[config.mk]
export PLATFORM = sky130hd
export DESIGN_NAME = pingpong_tile_buffer
export DESIGN_NICKNAME = d
export VERILOG_FILES = /design/src/rtl/pingpong_tile_buffer.sv
export SDC_FILE = /design/constraint.sdc
export NUM_CORES = 1
export LEC_CHECK = 0
export CORE_MARGIN = 3
export CORE_UTILIZATION = 60
export DETAILED_ROUTE_END_ITERATION = 10
export MAX_ROUTING_LAYER = met4
export PLACE_DENSITY = 0.76
export REMOVE_ABC_BUFFERS = 1
export SLEW_MARGIN = 5
export SYNTH_ARGS = -nofsm -noshare
export SYNTH_HDL_FRONTEND = slang
export SYNTH_SLANG_ARGS = --single-unit
[constraint.sdc]
create_clock -name clk -period 4.1 [get_ports clk]
set_input_delay 0.615 -clock clk [delete_from_list [all_inputs] [get_ports clk]]
set_output_delay 0.615 -clock clk [all_outputs]
set_load 0.02 [all_outputs]
[src/rtl/pingpong_tile_buffer.sv]
`default_nettype none
// ============================================================================
// Module   : pingpong_tile_buffer
// Brief    : Two-bank ping-pong ROWS x LANES tile buffer streaming row vectors
//            to a systolic array; define SKEW_EN for diagonal wavefront output.
// Revision : 1.0 - initial release
// ============================================================================
module pingpong_tile_buffer #(
    parameter int DATA_WIDTH = 8,
    parameter int LANES      = 4,
    parameter int ROWS       = 4
) (
    input  logic                                           clk,
    input  logic                                           rst,
    input  logic                                           flush_i,
    input  logic                                           wr_en_i,
    input  logic [$clog2(ROWS)-1:0]                        wr_row_i,
    input  logic [((LANES > 1) ? $clog2(LANES) : 1)-1:0]   wr_lane_i,
    input  logic [DATA_WIDTH-1:0]                          wr_data_i,
    input  logic                                           wr_commit_i,
    output logic                                           wr_ready_o,
    output logic                                           out_valid_o,
    input  logic                                           out_ready_i,
    output logic [DATA_WIDTH*LANES-1:0]                    out_data_o,
    output logic                                           out_last_o
);

    localparam int C_RW = $clog2(ROWS);
    localparam int C_LW = (LANES > 1) ? $clog2(LANES) : 1;
`ifdef SKEW_EN
    localparam int C_NBEATS = ROWS + LANES - 1;
`else
    localparam int C_NBEATS = ROWS;
`endif
    localparam int C_BW = $clog2(C_NBEATS + 1);

    localparam logic [0:0] C_IDLE   = 1'b0;
    localparam logic [0:0] C_STREAM = 1'b1;

    logic [DATA_WIDTH-1:0] mem_q [2][ROWS][LANES];
    logic [1:0]            full_q, full_d;
    logic                  wsel_q, wsel_d;
    logic                  rsel_q, rsel_d;
    logic [0:0]            state_q, state_d;
    logic [C_BW-1:0]       beat_q, beat_d;

    logic w_in_range;
    logic w_wr_ok;
    logic w_commit_ok;
    logic w_last;
    logic w_accept;

    // A writable bank is never full, so commit and release never collide.
    assign wr_ready_o  = ~full_q[wsel_q];
    assign w_in_range  = ({1'b0, wr_row_i}  < (C_RW + 1)'(ROWS)) &&
                         ({1'b0, wr_lane_i} < (C_LW + 1)'(LANES));
    assign w_wr_ok     = wr_en_i & wr_ready_o & w_in_range & ~flush_i;
    assign w_commit_ok = wr_commit_i & wr_ready_o & ~flush_i;
    assign w_last      = (beat_q == C_BW'(C_NBEATS - 1));
    assign w_accept    = out_valid_o & out_ready_i;

    always_ff @(posedge clk) begin
        if (rst) begin
            for (int b = 0; b < 2; b++) begin
                for (int r = 0; r < ROWS; r++) begin
                    for (int l = 0; l < LANES; l++) begin
                        mem_q[b][r][l] <= '0;
                    end
                end
            end
        end else if (w_wr_ok) begin
            mem_q[wsel_q][wr_row_i][wr_lane_i] <= wr_data_i;
        end
    end

    always_ff @(posedge clk) begin
        if (rst || flush_i) begin
            state_q <= C_IDLE;
            beat_q  <= '0;
            full_q  <= '0;
            wsel_q  <= 1'b0;
            rsel_q  <= 1'b0;
        end else begin
            state_q <= state_d;
            beat_q  <= beat_d;
            full_q  <= full_d;
            wsel_q  <= wsel_d;
            rsel_q  <= rsel_d;
        end
    end

    always_comb begin
        state_d = state_q;
        beat_d  = beat_q;
        full_d  = full_q;
        wsel_d  = wsel_q;
        rsel_d  = rsel_q;
        case (state_q)
            C_IDLE: begin
                if (full_q[rsel_q]) begin
                    state_d = C_STREAM;
                    beat_d  = '0;
                end
            end
            C_STREAM: begin
                if (w_accept) begin
                    if (w_last) begin
                        state_d        = C_IDLE;
                        beat_d         = '0;
                        full_d[rsel_q] = 1'b0;
                        rsel_d         = ~rsel_q;
                    end else begin
                        beat_d = beat_q + C_BW'(1);
                    end
                end
            end
            default: state_d = C_IDLE;
        endcase
        if (w_commit_ok) begin
            full_d[wsel_q] = 1'b1;
            wsel_d         = ~wsel_q;
        end
    end

    always_comb begin
        out_valid_o = (state_q == C_STREAM);
        out_last_o  = out_valid_o && w_last;
    end

    for (genvar l = 0; l < LANES; l++) begin : g_lane
`ifdef SKEW_EN
        // Lane l lags by l beats; outside its tile window it emits zero.
        logic [C_BW-1:0] w_row;
        logic            w_hit;
        assign w_row = beat_q - C_BW'(l);
        assign w_hit = (beat_q >= C_BW'(l)) && (w_row < C_BW'(ROWS));
        assign out_data_o[l*DATA_WIDTH +: DATA_WIDTH] =
            w_hit ? mem_q[rsel_q][w_row[C_RW-1:0]][l] : '0;
`else
        assign out_data_o[l*DATA_WIDTH +: DATA_WIDTH] = mem_q[rsel_q][beat_q[C_RW-1:0]][l];
`endif
    end

endmodule
`default_nettype wire

# [After elaboration in Yosys (flattened, before gate mapping)]
# Memories as Yosys holds them, arrays and structs flattened. A register that Yosys moved wholly into a read port is not among the register bits.
# Cells that the tools add are included.
[word_totals] regBits=8 mem_bits_rw=256 in_bits=18 out_inout_bits=35 word_cells=81 n_memories=1
[memory_table] memory="mem_q" depth=2 word_bits=128 rd=1 rd_ports_with_merged_regs=1 wr=2 line_no="40" source="logic [DATA_WIDTH-1:0] mem_q [2][ROWS][LANES];"
[op_classes] n_addsub=1 order_cmp=9 eq_ne=3 mux=37 bitwise_logic=16 n_reduce_logical=9
[ops] cell="128-bit two-way mux" n=3
[ops] cell="128-bit OR reduction" n=1
[ops] cell="32-bit two-way mux" n=3
[ops] cell="32-bit binary-select mux with 2-bit select" n=1
[ops] cell="32-bit demux with 2-bit select" n=1
[ops] cell="8-bit demux with 2-bit select" n=1
[ops] cell="1-bit two-way mux" n=16
[ops] cell="3-bit greater-or-equal comparator, second input constant" n=3
[ops] cell="3-bit two-way mux" n=3
[ops] cell="2-bit NOT with 3-bit output" n=3
[ops] cell="2-bit two-way mux" n=4
[ops] cell="8-bit two-way mux" n=1
[ops] cell="3-bit by 1-bit less-than comparator with 1-bit output, second input constant" n=2
[ops] cell="3-bit one-hot mux with 2 select lines" n=1
[ops] cell="1-bit AND" n=5
[ops] cell="1-bit logical AND" n=5
[ops] cell="1-bit NOT" n=5
[ops] cell="1-bit by 2-bit less-than comparator with 1-bit output, second input constant" n=2
[ops] cell="3-bit by 1-bit adder with 3-bit output, second input constant" n=1
[ops] cell="3-bit by 2-bit == test with 1-bit output, second input constant" n=1
[ops] cell="3-bit AND reduction" n=1
[ops] cell="2-bit AND" n=1
[ops] cell="1-bit demux with 1-bit select" n=2
[ops] cell="1-bit greater-or-equal comparator, second input constant" n=2
[ops] cell="other kinds (7)" n=7

# [Logic depth before layout (Yosys ltp)]
# Gate-level depths: netlist of run 1.
[depth] ltp_word=11 mapped_depth=5 depth_no_buf=4

# [Worst setup path after synthesis of run 1]
# OpenSTA, ideal clock, no wires.
[synth_timing] path_type="input to register" start="input port wr_lane_i[0] in the netlist's numbering" end="memory mem_q[0][16] in the netlist's numbering (enable)" setup_time_ns=0.384 arrival_ns=1.965 required_ns=3.716 setup_slack_ns=1.751 path_stages=5 n_path_buf=2 path_cell_list="buf_2 -> nor2b_1 -> clkbuf_1 -> nand3_1 -> o21ai_0"
[synth_rtl] item="start, declared" line_no="18" source="input logic [((LANES > 1) ? $clog2(LANES) : 1)-1:0] wr_lane_i,"
[synth_rtl] item="end, declared" line_no="40"

==> results.md, run 1 <==
* Syn_area_per_cell at 17.3 um2
* Final GP Congestion at 0.871
* NumNets Final at 751
* Crit path depth at 4
* Worst-path clk slew at 60 ps
* Core Region at 18200 um2
* Cell variety after synth at 38
* Clock Skew at 15.2 ps
* Reg2Reg Depth at 2
* Flop2flop setup slack at 1800 ps
* CTS tree: done
* M1 GR Usage at 35.5%
* Final setup vio count at 0
* Number of global-route vias before repair at 6559
* Critical Path End Type: output pin
* Tot Pwr at 5.49 mW
* Met3 usage at 3.32%
* GRT Total Usage at 26.9%
* Critical Path Source Type: flop
* GR peak layer: met2
* Slew @ Worst Pin at 1070 ps
* Worst vdd ir at 343 uV
* CTS sink count at 265
* Num rows at 49
* Initial Utilization at 62.1%
* First-pass GRT wire length at 39400 um
* DRC viols at 0
* Pleak at 4.47 nW
* WP data arrival at 3030 ps
* Max Cap Viol at 0
* Hold Fails Final Rpt at 0
* Mapped Area at 11300 um2
* Area Overhead vs Synth at 14.7%
* Worst hold slack at 491 ps
* Antenna violations before repair at 0
* Cells after Synth at 652
* Clock buffer depth at 3
* Slowest CP cell: dfxtp_4
* Layout cells sized above 1 at 16.6%
* P per Cell Area at 424 nW/um2
* Pre-CTS WS at 962 ps
* Hold Buf Count CTS at 0
* Worst setup endpoint: out_data_o[1]
* Antenna viol nets, final at 0
* Post-Route WL at 26000 um
* Tmin final at 3640 ps
* PortBufs at 52
* Latest clock arrival within the worst-skew pair at 530 ps
* Post-synthesis sequential area ratio at 69.6%
* Outcome: finished, final reports clean
* Unrepaired setup endpoints after global routing: no
* Worst path bufs/invs at 2
* Inserted Diodes at 0
* Async S/R FF share, synth at 0%
* Number of iterations in the first detailed-routing pass at 5
* Largest net degree at the start of global routing at 48
* Reg area at 7870 um2
* Ys flop type: edfxtp_1
* Hold Crit Class: reg -> reg
* GRT overflow at 0
* Die area at 20500 um2
* Die H at 143 um
* Setup Buffers After CTS at 0
* Clock buffer count from CTS at 26
* Crit path max-delay family: multiplexers
* DPL Wire Length at 15800 um
* Post-CTS sizing at 0
* Worst reg2reg path endpoint: mem_q[1][21]
* Via density per instance at 6.54
* Crit path cell chain: buf_12 -> mux4_1 -> mux2_2 -> clkdlybuf4s50_1
* Slack of the critical path at 459 ps
* Synth Register Bits at 265
* Non-Filler Instances at 974
* # fillers at 1080
* Drt wl/cell at 26.7 um
* Relative slew slack at 28.4%
* Crit Path Max Fanout at 39
* Via count at 6369
* Setup TNS at 0 ps
* Die width at 143 um
* Number of I/O pins at 53
* Placed cell count at 933
* Worst R2R Start: wsel_q
* H-tree depth at 1
* Met2 Track Usage GR at 43.9%
* CP Class: reg -> out
* Detailed Route Iter0 Violations at 638
* Post-synth EDFFs at 256
* Ys Warns at 0
* Multi-input logic area at 3190 um2
* CTS root buf: clkbuf_16
* Period Utilization, post-route at 88.8%
* Worst stage delay on the critical path at 670 ps
* Highest clock rate at 275 MHz
* Worst EP required at 3480 ps
* Max Slew Vio Count at 0
==> power by group <==
part | switching [mW] | total [mW] | leakage, nW | internal (mW)
Sequential | 0.0305 | 3.11 | 2.63 | 3.08
Clock | 0.955 | 2.11 | 0.353 | 1.16
Combinational | 0.174 | 0.272 | 1.49 | 0.0986
Total | 1.16 | 5.49 | 4.47 | 4.33
==> cell type report <==
class	count	area share (%)
Timing Repair Buffer	95	6.70
Clock buffer	33	5.22
Inverter	4	0.116
Tap cell	229	2.21
Multi-Input combinational cell	340	24.6
Clock inverter	8	0.415
Sequential cell	265	60.7
==> flip-flops by register name (all words and copies together) (netlist names), named ones only <==
signal / flops
mem_q: 256
wsel_q: 1
out_valid_o: 1
full_q: 2
rsel_q: 1
beat_q: 3
==> metal layers <==
layer  vias up  wire length, um  share of wire (%)
met5         -                0                  0
met4         0             1030                4.0
met3        71             1840                7.1
met2       318            13300                 51
met1      3253             9850                 38
li1       2727                -                  -
==> worst register-to-register path, stage by stage (launching register included) <==
cell     delay, ps
dfxtp_1        470
mux2i_1        640
and3_1         860
==> cells in the mapped netlist (all sizes together) (3+ instances only) <==
| cell type | n | area, um2 |
|---|---|---|
| a31oi | 3 | 18.8 |
| nor2 | 126 | 475 |
| a21oi | 18 | 90.1 |
| buf | 28 | 178 |
| o21ai | 16 | 80.1 |
| mux4 | 64 | 1650 |
| dfxtp | 9 | 180 |
| mux2 | 32 | 360 |
| and3 | 9 | 56.3 |
| edfxtp | 256 | 7690 |
| and2 | 17 | 106 |
| clkbuf | 15 | 56.3 |
| nor2b | 5 | 31.3 |
| nand2 | 13 | 48.8 |
| nand3 | 17 | 95.1 |
| inv | 4 | 15.0 |
==> how the worst min path moves through the flow <==
stage / startpoint / end / slack (ps) / cells past startpoint
final: beat_q[2] / beat_q[2] / 490 / 1
after floorplan: beat_q[2] / beat_q[2] / 460 / 1
after global placement: beat_q[2] / beat_q[2] / 470 / 1
after CTS: beat_q[2] / beat_q[2] / 490 / 1
after global routing: beat_q[2] / beat_q[2] / 520 / 1
after detailed placement: beat_q[2] / beat_q[2] / 490 / 1
==> cell usage in the layout (no fill, tap or decap), types with 2 or more instances in the layout <==
cell type	count
a21oi_1	18
a31oi_1	3
and2_1	17
and3_1	9
buf_12	2
buf_4	41
clkbuf_1	7
clkbuf_16	26
clkdlybuf4s50_1	52
clkinv_1	3
clkinv_2	2
dfxtp_1	6
dfxtp_2	2
edfxtp_1	256
inv_1	4
mux2_2	32
mux2i_1	2
mux4_1	56
mux4_2	8
nand2_1	13
nand2b_1	2
nand3_1	15
nand3_2	2
nor2_1	125
nor2b_1	5
o21ai_0	16
or2_2	2
==> stage by stage <==
stage	instance area [um2]	util [%]
after floorplan	11100	-
after global placement	12200	67.2
after detailed placement	12200	67.2
after CTS	13000	71.2
after global routing	13000	71.2
final	13000	71.2
==> cell families after synthesis <==
group | synth area share [%]
AOI/OAI and AO/OA | 1.99
xor gates and xnor gates | 0.0775
adders and majority gates | 0.111
buffers and inverters | 2.20
DFF | 69.6
muxes | 18.0
and+or+nand+nor | 8.04
Power figures use the tool's default switching activity.
==> run 2, diff against run 1 <==
--- a/config.mk
+++ b/config.mk
@@ -8,6 +8,7 @@
 export CORE_MARGIN = 3
 export CORE_UTILIZATION = 60
 export DETAILED_ROUTE_END_ITERATION = 10
+export GPL_ROUTABILITY_DRIVEN = 0
 export MAX_ROUTING_LAYER = met4
 export PLACE_DENSITY = 0.76
 export REMOVE_ABC_BUFFERS = 1
==> constraint.sdc (replaced) <==
create_clock -name clk -period 3.9 [get_ports clk]
set_input_delay 0.585 -clock clk [delete_from_list [all_inputs] [get_ports clk]]
set_output_delay 0.585 -clock clk [all_outputs]
set_load 0.02 [all_outputs]
==> run 2 against run 1 <==
Compared with the run above: sequential cell count unchanged; core utilization grew 0.33 points; clock-buffer cell count fell by 2; die area did not move.
==> results.md, run 2 (synthesis gave the netlist of run 1 again) <==
* Outcome: finished, final reports clean
* CTS sink count at 265
* Biggest register: mem_q
* Commonest non-fill, non-tap cell in the layout: edfxtp_1
* Die area at 20500 um2
* Drt wl/cell at 25.6 um
* Critical Path Source Type: flop
* Hold Fails Final Rpt at 0
* CTS root buf: clkbuf_16
* Worst-path clk slew at 60 ps
* Num rows at 49
* Setup TNS at 0 ps
* Via density per instance at 6.35
* Period Utilization, post-route at 91.0%
* Clock buffer depth at 3
* Max Cap Viol at 0
* Latest clock arrival within the worst-skew pair at 510 ps
* Inserted Diodes at 0
* Reg2Reg Depth at 2
* GRT overflow at 0
* CP Class: reg -> out
* Relative slew slack at 29.5%
* First-pass GRT wire length at 37900 um
* Worst vdd ir at 370 uV
* Worst EP required at 3310 ps
* NumNets Final at 748
* Hold Crit Class: reg -> reg
* Post-CTS sizing at 0
* Unrepaired setup endpoints after global routing: no
* Number of I/O pins at 53
* Clock Skew at 6.59 ps
* Die H at 143 um
* Pleak at 4.50 nW
* PortBufs at 52
* Worst R2R Start: wsel_q
* P per Cell Area at 456 nW/um2
* Antenna violations before repair at 1
* Tmin final at 3550 ps
* Worst Hold End: beat_q[2]
* H-tree depth at 1
* Die width at 143 um
* Crit Path Max Fanout at 27
* Layout cells sized above 1 at 17.1%
* Flop2flop setup slack at 1610 ps
* Largest registers: mem_q (256), beat_q (3), full_q (2)
* Via count at 6206
* DRC viols at 0
* Core Region at 18200 um2
* Clock buffer count from CTS at 26
* Final setup vio count at 0
* Area Overhead vs Synth at 15.2%
* CTS tree: done
* Antenna viol nets, final at 0
* Critical Path End Type: output pin
* Initial Utilization at 62.1%
* Hold Buf Count CTS at 0
* Worst reg2reg path endpoint: mem_q[1][35]
* Detailed Route Iter0 Violations at 564
* Post-Route WL at 25000 um
* Highest clock rate at 282 MHz
* Max FFs per register at 256
* Slew @ Worst Pin at 1060 ps
* Setup Buffers After CTS at 0
* Hold Crit Depth at 1
* WP data arrival at 2960 ps
* Largest net degree at the start of global routing at 39
* GRT Total Usage at 26.0%
* Worst hold start: beat_q[2]
* Max Slew Vio Count at 0
* Worst hold slack at 488 ps
* DPL Wire Length at 15400 um
* Number of iterations in the first detailed-routing pass at 5
* Most frequent cells in the layout: edfxtp_1, nor2_1, mux4_1
* Number of global-route vias before repair at 6466
run 2: cell count changes in the layout (fill, tap and decap cells not counted), moves of 2 or more:
cell,change
bufinv_16,+2
clkinv_1,+3
clkinvlp_4,+2
buf_4,-2
clkinv_2,+4
clkbuf_1,-3
run 2: how the worst max path moves through the flow:
stage                     endpoint  depth (start not counted)         start
global route        out_data_o[21]                          4          flop
floorplan            out_data_o[0]                          2          flop
global placement    out_data_o[21]                          4          flop
finish              out_data_o[21]                          4          flop
detailed placement   mem_q[1][112]                          4  wr_lane_i[0]
CTS                 out_data_o[21]                          4          flop
run 2: routing by layer:
layer | routed length (um) | part of all wire (%) | track usage [%]
met3 | 1670 | 6.7 | 3.22
met5 | 0 | 0 | -
met2 | 13100 | 52 | 43.4
met1 | 9570 | 38 | 33.6
met4 | 671 | 2.7 | 9.27
run 2: cell type report:
| cell class | instances | area, um2 |
|---|---|---|
| Tap cell | 229 | 287 |
| Fill cell | 1108 | 5190 |
| Timing Repair Buffer | 92 | 833 |
| Clock inverter | 17 | 135 |
| Sequential cell | 265 | 7870 |
| Inverter | 4 | 15.0 |
| Multi-Input combinational cell | 340 | 3190 |
| Clock buffer | 31 | 691 |
run 2: critical path, cell delays in order, from the launching register on:
cell and delay, ps:
dfxtp_4 670, buf_4 340, mux4_1 590, mux2_2 290, clkdlybuf4s50_1 550
run 2: report_power, final:
part,internal [mW],switching (mW),total (mW)
Clock,1.39,0.996,2.39
Combinational,0.101,0.181,0.282
Sequential,3.23,0.0310,3.26
Total,4.73,1.21,5.93
run 2: through the flow:
stage	util, %	setup slack (ps)	total power, mW	std cells	cell area (um2)
floorplan	-	230	3.45	609	11100
detailed placement	67.0	883	3.60	930	12200
finish	71.5	351	5.93	978	13000
global route	71.5	271	6.11	978	13000
global placement	67.0	898	3.59	930	12200
CTS	71.5	325	5.96	978	13000
